--- src/rtl/stack_cache_spill_fill_if.sv ---
// stack_cache_spill_fill_if: word-serial memory request/response bus between the line engine and memory
interface stack_cache_spill_fill_if #(
  parameter int DATABITWIDTH = 32,
  parameter int ADDRESS_BITWIDTH = 32
);
  logic MemReqValid;
  logic MemReqReady;
  logic MemReqWrite;
  logic [ADDRESS_BITWIDTH-1:0] MemReqAddress;
  logic [DATABITWIDTH-1:0] MemReqData;
  logic MemRespValid;
  logic [DATABITWIDTH-1:0] MemRespData;
  modport master (
    output MemReqValid, MemReqWrite, MemReqAddress, MemReqData,
    input MemReqReady, MemRespValid, MemRespData
  );
  modport slave (
    input MemReqValid, MemReqWrite, MemReqAddress, MemReqData,
    output MemReqReady, MemRespValid, MemRespData
  );
endinterface

--- src/rtl/stack_cache_spill_fill.sv ---
// stack_cache_spill_fill: moves one stack-cache line to memory (spill) or from memory into the array (fill)
module stack_cache_spill_fill #(
  parameter int LINESIZE = 8,
  parameter int DATABITWIDTH = 32,
  parameter int ADDRESS_BITWIDTH = 32,
  localparam int LINEADDRBITWIDTH = $clog2(LINESIZE)
) (
  input  logic clk,
  input  logic async_rst_n,
  input  logic clk_en,
  input  logic SpillRequest,
  input  logic FillRequest,
  input  logic [ADDRESS_BITWIDTH-1:0] LineAddress,
  output logic RequestReady,
  output logic Busy,
  output logic Done,
  output logic CacheReadEn,
  output logic [LINEADDRBITWIDTH-1:0] CacheReadIndex,
  input  logic [DATABITWIDTH-1:0] CacheReadData,
  output logic CacheWriteEn,
  output logic [LINEADDRBITWIDTH-1:0] CacheWriteIndex,
  output logic [DATABITWIDTH-1:0] CacheWriteData,
  stack_cache_spill_fill_if.master mem
);
  localparam int W = LINEADDRBITWIDTH;
  localparam logic [W:0] LAST = (W+1)'(LINESIZE - 1);
  typedef enum logic [2:0] {IDLE, SPILL_LOAD, SPILL_SEND, FILL_ISSUE, FILL_DRAIN, DONE} state_t;
  state_t state, nextState;
  logic [W:0] issueCount, respCount;
  logic [ADDRESS_BITWIDTH-W-1:0] baseUpper;
  logic [DATABITWIDTH-1:0] lineBuffer [LINESIZE];
  logic accept, reqFire, respFire, respDone, loadCapture, unusedLineOffset;
  assign unusedLineOffset = ^LineAddress[W-1:0];
  assign accept = (SpillRequest || FillRequest) && RequestReady && clk_en;
  assign reqFire = mem.MemReqValid && mem.MemReqReady;
  assign respFire = (state == FILL_ISSUE || state == FILL_DRAIN) && mem.MemRespValid;
  assign respDone = respCount[W] || (respFire && respCount == LAST);
  // a read issued last cycle is outstanding whenever captures lag reads
  assign loadCapture = state == SPILL_LOAD && respCount != issueCount;
  assign RequestReady = state == IDLE;
  assign Busy = state != IDLE;
  assign Done = state == DONE;
  assign CacheReadEn = state == SPILL_LOAD && !issueCount[W];
  assign CacheReadIndex = issueCount[W-1:0];
  assign CacheWriteEn = respFire;
  assign CacheWriteIndex = respCount[W-1:0];
  assign CacheWriteData = respFire ? mem.MemRespData : '0;
  assign mem.MemReqValid = state == SPILL_SEND || state == FILL_ISSUE;
  assign mem.MemReqWrite = state == SPILL_SEND;
  assign mem.MemReqAddress = {baseUpper, issueCount[W-1:0]};
  assign mem.MemReqData = lineBuffer[issueCount[W-1:0]];
  always_comb begin
    nextState = state;
    case (state)
      IDLE:       nextState = !accept ? IDLE : SpillRequest ? SPILL_LOAD : FILL_ISSUE;
      SPILL_LOAD: nextState = issueCount[W] && respCount == LAST ? SPILL_SEND : SPILL_LOAD;
      SPILL_SEND: nextState = reqFire && issueCount == LAST ? DONE : SPILL_SEND;
      FILL_ISSUE: nextState = !(reqFire && issueCount == LAST) ? FILL_ISSUE : respDone ? DONE : FILL_DRAIN;
      FILL_DRAIN: nextState = respDone ? DONE : FILL_DRAIN;
      DONE:       nextState = IDLE;
      default:    nextState = IDLE;
    endcase
  end
  always_ff @(posedge clk or negedge async_rst_n) begin
    if (!async_rst_n) begin
      state <= IDLE;
      issueCount <= '0;
      respCount <= '0;
      baseUpper <= '0;
    end else if (clk_en) begin
      state <= nextState;
      if (accept) begin
        issueCount <= '0;
        respCount <= '0;
        baseUpper <= LineAddress[ADDRESS_BITWIDTH-1:W];
      end else if (state == SPILL_LOAD && nextState == SPILL_SEND) begin
        issueCount <= '0;
      end else begin
        if (CacheReadEn || reqFire) issueCount <= issueCount + 1'b1;
        if (loadCapture || respFire) respCount <= respCount + 1'b1;
      end
    end
  end
  always_ff @(posedge clk or negedge async_rst_n) begin
    if (!async_rst_n) lineBuffer <= '{default: '0};
    else if (clk_en && loadCapture) lineBuffer[respCount[W-1:0]] <= CacheReadData;
  end
endmodule

--- src/flat_wrapper.sv ---
// flat-port wrapper written by rule: the top's interface ports become plain ports
module stack_cache_spill_fill_flat 
#(
  parameter int LINESIZE = 8,
  parameter int DATABITWIDTH = 32,
  parameter int ADDRESS_BITWIDTH = 32,
  localparam int LINEADDRBITWIDTH = $clog2(LINESIZE)
)
  (clk, async_rst_n, clk_en, SpillRequest, FillRequest, LineAddress, RequestReady, Busy, Done, CacheReadEn, CacheReadIndex, CacheReadData, CacheWriteEn, CacheWriteIndex, CacheWriteData, mem_MemReqValid, mem_MemReqWrite, mem_MemReqAddress, mem_MemReqData, mem_MemReqReady, mem_MemRespValid, mem_MemRespData);
  stack_cache_spill_fill_if #(.DATABITWIDTH(DATABITWIDTH), .ADDRESS_BITWIDTH(ADDRESS_BITWIDTH)) mem_i ();
  input  logic clk;
  input  logic async_rst_n;
  input  logic clk_en;
  input  logic SpillRequest;
  input  logic FillRequest;
  input  logic [ADDRESS_BITWIDTH-1:0] LineAddress;
  output logic RequestReady;
  output logic Busy;
  output logic Done;
  output logic CacheReadEn;
  output logic [LINEADDRBITWIDTH-1:0] CacheReadIndex;
  input  logic [DATABITWIDTH-1:0] CacheReadData;
  output logic CacheWriteEn;
  output logic [LINEADDRBITWIDTH-1:0] CacheWriteIndex;
  output logic [DATABITWIDTH-1:0] CacheWriteData;
  output wire logic [$bits(mem_i.MemReqValid)-1:0] mem_MemReqValid;
  output wire logic [$bits(mem_i.MemReqWrite)-1:0] mem_MemReqWrite;
  output wire logic [$bits(mem_i.MemReqAddress)-1:0] mem_MemReqAddress;
  output wire logic [$bits(mem_i.MemReqData)-1:0] mem_MemReqData;
  input wire logic [$bits(mem_i.MemReqReady)-1:0] mem_MemReqReady;
  input wire logic [$bits(mem_i.MemRespValid)-1:0] mem_MemRespValid;
  input wire logic [$bits(mem_i.MemRespData)-1:0] mem_MemRespData;
  assign mem_MemReqValid = mem_i.MemReqValid;
  assign mem_MemReqWrite = mem_i.MemReqWrite;
  assign mem_MemReqAddress = mem_i.MemReqAddress;
  assign mem_MemReqData = mem_i.MemReqData;
  assign mem_i.MemReqReady = mem_MemReqReady;
  assign mem_i.MemRespValid = mem_MemRespValid;
  assign mem_i.MemRespData = mem_MemRespData;
  stack_cache_spill_fill #(.LINESIZE(LINESIZE), .DATABITWIDTH(DATABITWIDTH), .ADDRESS_BITWIDTH(ADDRESS_BITWIDTH)) u_core (.clk(clk), .async_rst_n(async_rst_n), .clk_en(clk_en), .SpillRequest(SpillRequest), .FillRequest(FillRequest), .LineAddress(LineAddress), .RequestReady(RequestReady), .Busy(Busy), .Done(Done), .CacheReadEn(CacheReadEn), .CacheReadIndex(CacheReadIndex), .CacheReadData(CacheReadData), .CacheWriteEn(CacheWriteEn), .CacheWriteIndex(CacheWriteIndex), .CacheWriteData(CacheWriteData), .mem(mem_i));
endmodule
--- config.mk ---
export PLATFORM = sky130hd
export DESIGN_NAME = stack_cache_spill_fill_flat
export DESIGN_NICKNAME = d
export VERILOG_FILES = /design/src/rtl/stack_cache_spill_fill_if.sv /design/src/rtl/stack_cache_spill_fill.sv /design/src/flat_wrapper.sv
export SDC_FILE = /design/constraint.sdc
export NUM_CORES = 1
export LEC_CHECK = 0
export ABC_CLOCK_PERIOD_IN_PS = 4800
export CAP_MARGIN = 40
export CORE_MARGIN = 1
export CORE_UTILIZATION = 59
export CTS_CLUSTER_DIAMETER = 50
export DETAILED_ROUTE_END_ITERATION = 8
export PLACE_DENSITY = 0.92
export SYNTH_ARGS = -nofsm -noshare
export SYNTH_HDL_FRONTEND = slang
export SYNTH_SLANG_ARGS = --single-unit
--- constraint.sdc ---
create_clock -name clk -period 4.8 [get_ports clk]
set_input_delay 0.48 -clock clk [delete_from_list [all_inputs] [get_ports clk]]
set_output_delay 0.48 -clock clk [all_outputs]
set_load 0.02 [all_outputs]
==> results of run 1 <==
-- sequential cells by signal (all words and copies together) (netlist names) --
name and flops:
u_core.baseUpper 29, u_core.issueCount 4, u_core.lineBuffer 256, u_core.respCount 4, u_core.state 3
-- routing by layer --
metal / GRT usage, % / routed length, um
met2: 46.5 / 16500
met5: 0 / 0
met4: 6.56 / 549
met1: 35.1 / 13000
met3: 4.68 / 1790
-- worst max-delay path, cell delays in order, from the launching register on --
cell and delay (ns):
sky130_fd_sc_hd__dfrtp_4 0.89, sky130_fd_sc_hd__buf_12 0.37, sky130_fd_sc_hd__mux4_2 0.55, sky130_fd_sc_hd__mux2_2 0.27, sky130_fd_sc_hd__clkdlybuf4s50_1 0.59
-- placed cells by master (no fill, tap or decap), types with 3 or more instances in the layout --
master	count
sky130_fd_sc_hd__dfrtp_1	293
sky130_fd_sc_hd__clkdlybuf4s50_1	207
sky130_fd_sc_hd__mux2_2	169
sky130_fd_sc_hd__mux2_4	116
sky130_fd_sc_hd__nand2_1	96
sky130_fd_sc_hd__mux4_2	64
sky130_fd_sc_hd__and2_1	33
sky130_fd_sc_hd__clkbuf_16	31
sky130_fd_sc_hd__buf_4	13
sky130_fd_sc_hd__o211ai_1	9
sky130_fd_sc_hd__clkbuf_8	8
sky130_fd_sc_hd__inv_1	7
sky130_fd_sc_hd__clkbuf_1	7
sky130_fd_sc_hd__nor2_1	6
sky130_fd_sc_hd__nand3_1	6
sky130_fd_sc_hd__o21ai_0	6
sky130_fd_sc_hd__a21oi_1	5
sky130_fd_sc_hd__xor2_1	4
sky130_fd_sc_hd__mux2_1	4
sky130_fd_sc_hd__clkinv_2	4
sky130_fd_sc_hd__clkinvlp_4	4
sky130_fd_sc_hd__or3b_2	3
sky130_fd_sc_hd__o21a_1	3
sky130_fd_sc_hd__mux2i_1	3
sky130_fd_sc_hd__buf_8	3
-- area by class of cell --
| class | instances | share of cell area (%) |
|---|---|---|
| Multi-Input combinational cell | 567 | 36.4 |
| Sequential cell | 296 | 42.6 |
| Tap cell | 319 | 2.29 |
| Timing Repair Buffer | 226 | 13.0 |
| Inverter | 7 | 0.151 |
| Clock buffer | 46 | 5.24 |
| Clock inverter | 9 | 0.338 |
-- stage by stage --
step | hold WS (ns) | worst slack [ns] | std cells
global route | 0.450 | 0.860 | 1470
detailed placement | 0.462 | 1.42 | 1413
floorplan | 0.184 | 2.37 | 945
global placement | 0.458 | 1.52 | 1412
finish | 0.454 | 1.06 | 1470
CTS | 0.442 | 0.972 | 1469
-- report_power, final --
part           total [W]  internal, W  switching (W)
clock network    0.00227      0.00131       0.000967
registers        0.00385      0.00325       0.000600
logic            0.00393      0.00228        0.00166
-- final timing paths --
path / startpoint / end / slack (ns) / depth (start not counted)
setup / recovery: u_core.issueCount[0] / mem_MemReqData[0] / 1.06 / 4
hold / removal: LineAddress[24] / u_core.baseUpper[21] / 0.45 / 3
setup reg to reg: u_core.issueCount[0] / u_core.lineBuffer[32] / 1.51 / 5
hold reg to reg: u_core.baseUpper[21] / u_core.baseUpper[21] / 0.47 / 2
max in group asynchronous: async_rst_n / u_core.lineBuffer[226] / 3.04 / 3
min in group asynchronous: async_rst_n / u_core.lineBuffer[113] / 0.54 / 2
-- cells by family (layout without fill, tap and decap cells) --
group / after synthesis / in the layout / share of synthesized area (%)
AOI/OAI and AO/OA: 37 / 37 / 1.90
muxes: 356 / 356 / 36.4
DFF: 296 / 296 / 52.2
xor gates and xnor gates: 4 / 4 / 0.247
buffers and inverters: 82 / 288 / 3.35
adders and majority gates: 2 / 2 / 0.176
and+or+nand+nor: 168 / 168 / 5.75
==> impl_summary.log, run 1 <==
INFO  metric h-tree-depth = 1
INFO  metric clockRootBuffer = sky130_fd_sc_hd__clkbuf_16
INFO  metric hold_buf_count_cts = 1
INFO  metric die_area = 24700 um2
INFO  metric rows = 56
INFO  metric post_dp_cell_area = 16400 um2
INFO  metric worst_skew_pair_later_pin_latency = roughly 0.57 ns
INFO  metric cts.reportedPaths.clkPinSlew = 0.06 ns
INFO  metric ir_drop = about 0.38 mV
INFO  metric fraction_of_registers_with_async_set_or_reset_after_synthesis = 100%
INFO  metric post_cts_resized = 0
INFO  metric timing_max_transition_violations_final = 0
INFO  metric final.period_utilization = 78.0%
INFO  metric setup.worst_path.class = register to output port
INFO  metric fin_skew = 0.0271 ns
INFO  metric synthesis.nets = 1050
INFO  metric initial_utilization = between 60 and 70%
INFO  metric power_per_cell_area = 578 nW/um2
INFO  metric route.antenna.remaining_nets = 0
INFO  metric final.min_clock_period = 3.74 ns
INFO  metric warnings_synthesis = 0
INFO  metric drt-initial-drc-count = 514
INFO  metric netlist_area = 14200 um2
INFO  metric track_usage = 26.8%
INFO  metric synth_ff_type = sky130_fd_sc_hd__dfrtp_1
INFO  metric global_route_wire_length_before_repair = 50900 um
INFO  metric cts_inserted_buffers = 31
INFO  metric globalRouteOverflowTotal = 0
INFO  metric routed_wirelength = between 30000 and 40000 um
INFO  metric sequential_cell_area = roughly 7400 um2
INFO  metric max_slew_margin = 45.4%
INFO  metric drt-pass1-iter-count = 7
INFO  metric min-delay-path-class = input pin to register
INFO  metric gp_routability_congestion = 0.802
INFO  metric area_occupied_by_multi_input_gates = 6340 um2
INFO  metric synth_top_area_share = between 50 and 60%
INFO  metric yosysSeqAreaShare = 52.2%
INFO  metric cts_num_sinks = a little under 300
INFO  metric area_growth_syn_to_layout = 22.7%
INFO  metric cp_max_fo = 36
INFO  metric antenna_found_initial = 0
INFO  metric tritoncts = built
INFO  metric grt_pass1_vias = around 9400
INFO  metric postLayoutCellArea = 17400 um2
INFO  metric final.setup.tns = 0 ns
INFO  metric routed_via_count_divided_by_cell_count = a little under 6
INFO  metric post-synth-top-count-cell = sky130_fd_sc_hd__dfrtp_1
INFO  metric worst_setup_path_end_kind = output port
INFO  metric portBuffers = 208
INFO  metric critical_path_arrival = 3.26 ns
INFO  metric route.detailed.drc = 0
INFO  metric post-synth-top-area-cell = sky130_fd_sc_hd__dfrtp_1
INFO  metric drv_cap = 0
INFO  metric dieHeight = ~160 um
INFO  metric pin_count_of_the_biggest_net_entering_global_routing = 130
INFO  metric design.final.nets = 1234
INFO  metric setup_viol = 0
INFO  metric cts_setup_buffers = 0
INFO  metric vias = around 8600
INFO  metric synth_cells = between 900 and 1000
INFO  metric n_fill_cell = 1480
INFO  metric postSynthAreaPerCell = 15.0 um2
INFO  metric yosys-top-cells-count = sky130_fd_sc_hd__dfrtp_1, sky130_fd_sc_hd__mux2_2, sky130_fd_sc_hd__mux2_4
INFO  metric detailed_place_hpwl = between 15000 and 20000 um
INFO  metric cp_data_required_time = 4.32 ns
INFO  metric leakage = 8.08 nW
INFO  metric chipWidth = approximately 160 um
INFO  metric run_status = complete, no violations
INFO  metric totalPowerFinal = 0.0101 W
INFO  metric num_antenna_cells = 0
INFO  metric finalHoldViolCount = 0
INFO  metric rsz_0062_raised_after_global_routing = no
INFO  metric wirelength_per_cell = between 20 and 25 um
INFO  metric layout.core_utilization = 74.0%
INFO  metric core_area = 23500 um2
INFO  metric number_of_synthesized_flops_with_an_enable_pin = 0
INFO  metric cts-root-to-sink-buffers = 3
INFO  metric layout_cell_share_with_drive_strength_beyond_1 = 37.5%
INFO  metric start_kind = register
INFO  metric max_slew.worst_pin.slew = 0.820 ns
INFO  metric yosys.cell_types.count = 49
INFO  metric ys_ff_latch = 296
INFO  metric fmax = about 270 MHz
INFO  metric synth_area_leaders = sky130_fd_sc_hd__dfrtp_1, sky130_fd_sc_hd__mux2_2, sky130_fd_sc_hd__mux2_4
INFO  metric io-pin-count = 212
No activity file was read; power rests on OpenSTA's default activity.
==> inputs of run 2 (changes only) <==
--- a/config.mk
+++ b/config.mk
@@ -5,13 +5,13 @@
 export SDC_FILE = /design/constraint.sdc
 export NUM_CORES = 1
 export LEC_CHECK = 0
-export ABC_CLOCK_PERIOD_IN_PS = 4800
+export ABC_CLOCK_PERIOD_IN_PS = 3800
 export CAP_MARGIN = 40
 export CORE_MARGIN = 1
-export CORE_UTILIZATION = 59
+export CORE_UTILIZATION = 55
 export CTS_CLUSTER_DIAMETER = 50
 export DETAILED_ROUTE_END_ITERATION = 8
-export PLACE_DENSITY = 0.92
+export PLACE_DENSITY = 0.87
 export SYNTH_ARGS = -nofsm -noshare
 export SYNTH_HDL_FRONTEND = slang
 export SYNTH_SLANG_ARGS = --single-unit
==> constraint.sdc (replaced) <==
create_clock -name clk -period 3.8 [get_ports clk]
set_input_delay 0.38 -clock clk [delete_from_list [all_inputs] [get_ports clk]]
set_output_delay 0.38 -clock clk [all_outputs]
set_load 0.02 [all_outputs]
==> run 2 against run 1 <==
The flow now finishes with violations (negative hold slack). Critical path depth unchanged. Worst setup slack worse by 0.71 ns. Via count shrank 0.82%. Clock-buffer cell count is 1 lower. Power is 31% higher. Critical endpoint is now mem_MemReqData[14]. Wire length increased by 0.66%. Final area is 1.9% higher.
==> impl_summary.log, run 2 (synthesis gave the netlist of run 1 again) <==
INFO  metric run_status = finished, violations left
INFO  metric violations_in_the_final_reports = negative hold slack
INFO  metric cts_setup_buffers = 0 (unchanged)
INFO  metric gp_routability_congestion = 0.809 (+0.82%)
INFO  metric setup.worst_path.class = register to output port
INFO  metric io-pin-count = 212 (unchanged)
INFO  metric portBuffers = 208 (unchanged)
INFO  metric h-tree-depth = 2 (+1)
INFO  metric cts_inserted_buffers = 35 (+13%)
INFO  metric layout_cell_share_with_drive_strength_beyond_1 = 38.4% (+0.88 points)
INFO  metric dieHeight = 163 um (+3.5%)
INFO  metric worst_hold_slack = -0.0265 ns (-0.481 ns)
INFO  metric track_usage = 25.3% (-1.5 points)
INFO  metric cp_data_required_time = 3.42 ns (-0.90 ns)
INFO  metric final.min_clock_period = 3.45 ns
INFO  metric fin_skew = 0.0223 ns (-0.00480 ns)
INFO  metric post_cts_resized = 0 (unchanged)
INFO  metric post_dp_cell_area = 16600 um2 (+0.97%)
INFO  metric die_area = 26400 um2 (+7.2%)
INFO  metric antenna_found_initial = 1 (+1)
INFO  metric route.detailed.drc = 0 (unchanged)
INFO  metric mostFrequentLayoutCells = sky130_fd_sc_hd__dfrtp_1, sky130_fd_sc_hd__clkdlybuf4s50_1, sky130_fd_sc_hd__mux2_2
INFO  metric wirelength_per_cell = 21.5 um (-0.82%)
INFO  metric drv_cap = 0 (unchanged)
INFO  metric top_reg_by_flops = u_core.lineBuffer
INFO  metric largestRegisters = u_core.lineBuffer x256, u_core.baseUpper x29
INFO  metric route.antenna.remaining_nets = 0 (unchanged)
INFO  metric final_common_cell = sky130_fd_sc_hd__dfrtp_1
INFO  metric vias = 8548 (-0.82%)
INFO  metric drt-initial-drc-count = 530 (+3.1%)
INFO  metric max_ffs_per_register = 256 (unchanged)
INFO  metric hold_buf_count_cts = 0 (-1)
INFO  metric routed_wirelength = 32000 um (+0.66%)
INFO  metric cts.reportedPaths.clkPinSlew = 0.06 ns (about the same)
INFO  metric tritoncts = built
INFO  metric worst_skew_pair_later_pin_latency = 0.51 ns (-0.06 ns)
INFO  metric timing_max_transition_violations_final = 0 (unchanged)
INFO  metric cts-root-to-sink-buffers = 3 (unchanged)
INFO  metric setup_viol = 0 (unchanged)
INFO  metric chipWidth = 163 um (+3.5%)
INFO  metric detailed_place_hpwl = 19300 um (+1.0%)
INFO  metric rsz_0062_raised_after_global_routing = no
INFO  metric fmax = 290 MHz
INFO  metric clockRootBuffer = sky130_fd_sc_hd__clkbuf_16
INFO  metric power_per_cell_area = 743 nW/um2 (+29%)
INFO  metric leakage = 8.26 nW (+2.1%)
INFO  metric global_route_wire_length_before_repair = 51700 um (+1.5%)
INFO  metric globalRouteOverflowTotal = 0 (unchanged)
INFO  metric reg2reg_depth = 5 (unchanged)
INFO  metric postLayoutCellArea = 17700 um2 (+1.9%)
INFO  metric pin_count_of_the_biggest_net_entering_global_routing = 133 (+2.3%)
INFO  metric ir_drop = 0.473 mV (+23%)
INFO  metric start_kind = register
INFO  metric grt_pass1_vias = 9431 (+0.79%)
INFO  metric cp_max_fo = 52 (+44%)
INFO  metric core_area = 25300 um2 (+7.3%)
INFO  metric max_slew_margin = 30.6% (-15 points)
INFO  metric design.final.nets = 1243 (+0.73%)
INFO  metric initial_utilization = 56.2% (-4.1 points)
INFO  metric final.setup.tns = 0 ns (unchanged)
INFO  metric max_slew.worst_pin.slew = 1.04 ns (+0.222 ns)
INFO  metric rows = 58 (+3.6%)
INFO  metric setup.reg_to_reg.worst_slack = 0.93 ns (-0.58 ns)
INFO  metric drt-pass1-iter-count = 4 (-3)
INFO  metric min-delay-path-class = input pin to async pin
INFO  metric area_growth_syn_to_layout = 25.0%
INFO  metric finalHoldViolCount = 7 (+7)
INFO  metric final.period_utilization = 90.8%
INFO  metric cts_num_sinks = 296 (unchanged)
INFO  metric routed_via_count_divided_by_cell_count = 5.73 (-2.3%)
INFO  metric n_fill_cell = 1669 (+13%)
INFO  metric worst_setup_path_end_kind = output port
INFO  metric critical_path_arrival = 3.07 ns (-0.19 ns)
-- run 2: cell count changes in the layout (fill, tap and decap cells not counted), sizes merged --
cell	delta
clkinv	+6
dlygate4sd3	-1
buf	+6
bufinv	+3
clkbuf	-1
clkinvlp	-3
diode	+1
-- run 2: per-stage QoR --
step	worst slack (ns)	std cells	hold WS [ns]	total power, W	utilization, %
after global routing	0.200	1492	0.0962	0.0138	70.2
after detailed placement	0.838	1431	0.463	0.00988	65.6
after floorplan	1.47	945	0.0844	0.00800	-
after CTS	0.292	1491	0.0499	0.0133	70.2
final	0.350	1492	-0.0265	0.0132	70.2
after global placement	0.770	1429	0.457	0.00970	65.5
-- run 2: cell type report --
class | count | area [um2] | area share (%)
tap | 330 | 413 | 2.33
inverter | 7 | 26.3 | 0.148
multi-input combinational | 567 | 6340 | 35.7
clock buffer | 45 | 996 | 5.61
timing repair buffer | 231 | 2390 | 13.5
clock inverter | 15 | 164 | 0.924
sequential | 296 | 7410 | 41.8
antenna | 1 | 2.50 | 0.0141
-- run 2: routing by layer --
| layer | global-route usage (%) | wire length [um] | vias up | share of wire [%] |
|---|---|---|---|---|
| met5 | 0 | 0 | - | 0 |
| met4 | 6.67 | 587 | 0 | 1.8 |
| met3 | 4.13 | 1610 | 42 | 5.0 |
| met2 | 42.2 | 16000 | 265 | 50 |
| met1 | 34.7 | 13800 | 4444 | 43 |
| li1 | - | - | 3797 | - |
-- run 2: path summary, 6_finish.rpt --
| check | from | to |
|---|---|---|
| worst max-delay path | u_core.issueCount[0] | mem_MemReqData[14] |
| worst min-delay path | async_rst_n | u_core.lineBuffer[209] |
| worst max register to register | u_core.state[0] | u_core.lineBuffer[82] |
| worst min register to register | u_core.baseUpper[13] | u_core.baseUpper[13] |
| max in group asynchronous | async_rst_n | u_core.lineBuffer[205] |
| min in group clk | LineAddress[6] | u_core.baseUpper[3] |
-- run 2: critical path: stages, from the launching register on --
cell                              delay [ns]
sky130_fd_sc_hd__dfrtp_4                0.66
sky130_fd_sc_hd__buf_12                 0.44
sky130_fd_sc_hd__mux4_2                 0.57
sky130_fd_sc_hd__mux2_2                 0.30
sky130_fd_sc_hd__clkdlybuf4s50_1        0.54
-- run 2: power by group --
part / internal, W / switching [W]
registers: 0.00411 / 0.000642
clock network: 0.00206 / 0.00129
logic: 0.00290 / 0.00219
==> inputs of run 3 (changes only) <==
--- a/config.mk
+++ b/config.mk
@@ -10,8 +10,10 @@
 export CORE_MARGIN = 1
 export CORE_UTILIZATION = 55
 export CTS_CLUSTER_DIAMETER = 50
+export CTS_CLUSTER_SIZE = 16
 export DETAILED_ROUTE_END_ITERATION = 8
 export PLACE_DENSITY = 0.87
+export SLEW_MARGIN = 20
 export SYNTH_ARGS = -nofsm -noshare
 export SYNTH_HDL_FRONTEND = slang
 export SYNTH_SLANG_ARGS = --single-unit
==> run 3 against run 2 <==
The run now ends clean. Combinational power barely moved. Sequential share of layout area rose by 0.20 points. Fmax fell by 1.5%. Power fell by 1.9%. First-iteration DRC count fell by 8.7%. Critical path depth did not move. Sequential power barely moved.
==> impl_summary.log, run 3 (synthesis gave the netlist of run 1 again) <==
INFO  metric run_status = complete, no violations
INFO  metric rsz_0062_raised_after_global_routing = no
INFO  metric worst_skew_pair_later_pin_latency = 0.57 ns (+0.06 ns)
INFO  metric power_per_cell_area = 732 nW/um2 (-1.4%)
INFO  metric final.period_utilization = 92.2% (+1.4 points)
INFO  metric final.min_clock_period = 3.50 ns (+0.0531 ns)
INFO  metric initial_utilization = 56.2% (unchanged)
INFO  metric gp_routability_congestion = 0.809 (unchanged)
INFO  metric num_antenna_cells = 0 (-1)
INFO  metric layout_cell_share_with_drive_strength_beyond_1 = 38.4% (-0.040 points)
INFO  metric route.antenna.remaining_nets = 0 (unchanged)
INFO  metric track_usage = 25.1% (-0.19 points)
INFO  metric vias = 8540 (-0.094%)
INFO  metric timing_max_transition_violations_final = 0 (unchanged)
INFO  metric max_slew.worst_pin.slew = 0.712 ns (-0.329 ns)
INFO  metric fmax = 285 MHz (-1.5%)
INFO  metric power_switching = 0.00416 W (+0.98%)
INFO  metric fin_skew = 0.0309 ns (+0.00861 ns)
INFO  metric cts-root-to-sink-buffers = 3 (unchanged)
INFO  metric final_common_cell = sky130_fd_sc_hd__dfrtp_1
INFO  metric portBuffers = 208 (unchanged)
INFO  metric detailed_place_hpwl = 19500 um (+0.82%)
INFO  metric mostFrequentLayoutCells = sky130_fd_sc_hd__dfrtp_1, sky130_fd_sc_hd__clkdlybuf4s50_1, sky130_fd_sc_hd__mux2_2
INFO  metric routed_wirelength = 31700 um (-0.96%)
INFO  metric clockRootBuffer = sky130_fd_sc_hd__clkbuf_16
INFO  metric cp_data_required_time = 3.42 ns (about the same)
INFO  metric cts_inserted_buffers = 31 (-11%)
INFO  metric die_area = 26400 um2 (unchanged)
INFO  metric drv_cap = 0 (unchanged)
INFO  metric io-pin-count = 212 (unchanged)
INFO  metric h-tree-depth = 1 (-1)
INFO  metric dieHeight = 163 um (unchanged)
INFO  metric antenna_found_initial = 0 (-1)
INFO  metric area_growth_syn_to_layout = 24.4%
INFO  metric setup.worst_path.class = register to output port
INFO  metric pin_count_of_the_biggest_net_entering_global_routing = 133 (unchanged)
INFO  metric rows = 58 (unchanged)
INFO  metric power_report.internal_total = 0.00877 W (-3.2%)
INFO  metric finalHoldViolCount = 0 (-7)
INFO  metric cp_max_fo = 52 (unchanged)
INFO  metric route.detailed.drc = 0 (unchanged)
INFO  metric drt-initial-drc-count = 484 (-8.7%)
INFO  metric start_kind = register
INFO  metric combinationalPowerShare = 39.4% (+0.9 points)
INFO  metric globalRouteOverflowTotal = 0 (unchanged)
INFO  metric cts_num_sinks = 296 (unchanged)
INFO  metric design.final.nets = 1242 (-0.080%)
INFO  metric max_slew_margin = 52.0% (+21 points)
INFO  metric final.setup.tns = 0 ns (unchanged)
INFO  metric max_ffs_per_register = 256 (unchanged)
INFO  metric worst_setup_path_end_kind = output port
INFO  metric finish.cell_count_without_fillers = 1487 (-0.34%)
INFO  metric chipWidth = 163 um (unchanged)
INFO  metric tritoncts = built
INFO  metric totalPowerFinal = 0.0129 W (-1.9%)
INFO  metric post_cts_resized = 0 (unchanged)
INFO  metric global_route_wire_length_before_repair = 51500 um (-0.37%)
INFO  metric p_seq_share = 36.7% (+0.6 points)
INFO  metric wirelength_per_cell = 21.3 um (-0.63%)
INFO  metric power.share.switching = 32.2% (+0.92 points)
INFO  metric largestRegisters = u_core.lineBuffer x256, u_core.baseUpper x29
INFO  metric grt_pass1_vias = 9286 (-1.5%)
INFO  metric cts.reportedPaths.clkPinSlew = 0.08 ns (+0.02 ns)
INFO  metric placed_cells = 1431 (unchanged)
INFO  metric p_clk_share = 23.9% (-1.5 points)
INFO  metric core_area = 25300 um2 (unchanged)
INFO  metric routed_via_count_divided_by_cell_count = 5.74 (+0.24%)
INFO  metric setup_viol = 0 (unchanged)
INFO  metric critical_path.reg2reg.startpoint = u_core.state[0]
INFO  metric drt-pass1-iter-count = 5 (+1)
INFO  metric min-delay-path-class = input pin to async pin
INFO  metric critical_path_arrival = 3.12 ns (+0.05 ns)
INFO  metric worstSetupStartpoint = u_core.issueCount[0]
INFO  metric ir_drop = 0.424 mV (-10%)
INFO  metric top_reg_by_flops = u_core.lineBuffer
INFO  metric leakage = 8.21 nW (-0.57%)
run 3: path summary, 6_finish.rpt:
kind,endpoint,slack (ns),cells past startpoint
setup / recovery,mem_MemReqData[14],0.30,4
setup reg to reg,u_core.lineBuffer[127],0.97,5
min in group clk,u_core.baseUpper[27],0.36,3
hold / removal,u_core.lineBuffer[209],0.31,2
hold reg to reg,u_core.baseUpper[13],0.47,2
max in group asynchronous,u_core.lineBuffer[95],2.35,4
run 3: per-stage QoR:
stage	util [%]	cell area [um2]	worst slack [ns]	hold WS (ns)
after floorplan	-	14200	1.47	0.0844
after global placement	65.5	16500	0.770	0.457
after global routing	69.9	17700	0.131	0.325
final	69.9	17700	0.297	0.312
after detailed placement	65.6	16600	0.844	0.464
after CTS	69.8	17600	0.225	0.339
run 3: worst max-delay path, cell delays in order, from the launching register on:
cell and delay, ns:
sky130_fd_sc_hd__dfrtp_4 0.67, sky130_fd_sc_hd__buf_12 0.44, sky130_fd_sc_hd__mux4_2 0.57, sky130_fd_sc_hd__mux2_2 0.31, sky130_fd_sc_hd__clkdlybuf4s50_1 0.54
run 3: cell type report:
type / instances / area, um2
Inverter: 7 / 26.3
Clock inverter: 19 / 235
Tap cell: 330 / 413
Multi-Input combinational cell: 567 / 6340
Sequential cell: 296 / 7410
Timing Repair Buffer: 234 / 2420
Clock buffer: 34 / 807
Fill cell: 1691 / 7600
run 3: repair_timing:
| item | 4_1_cts | 5_1_grt |
|---|---|---|
| hold endpoints to repair | 47 | 0 |
| hold buffers | 1 | 0 |
| buffers inserted | 0 | 0 |
run 3: power by group through the flow:
stage	logic [W]	clock network, W	registers, W
final	0.00509	0.00309	0.00475
after global routing	0.00542	0.00328	0.00487
after CTS	0.00514	0.00315	0.00474
after detailed placement	0.00510	0	0.00477
after global placement	0.00499	0	0.00471
after floorplan	0.00332	0	0.00468
run 3: per-layer routing:
metal  part of all wire, %  global-route usage (%)  vias up
met5                     0                       0        -
met4                   1.7                    5.52        0
met3                   4.9                    3.72       41
met2                    51                    42.2      261
met1                    42                    34.9     4453
li1                      -                       -     3785
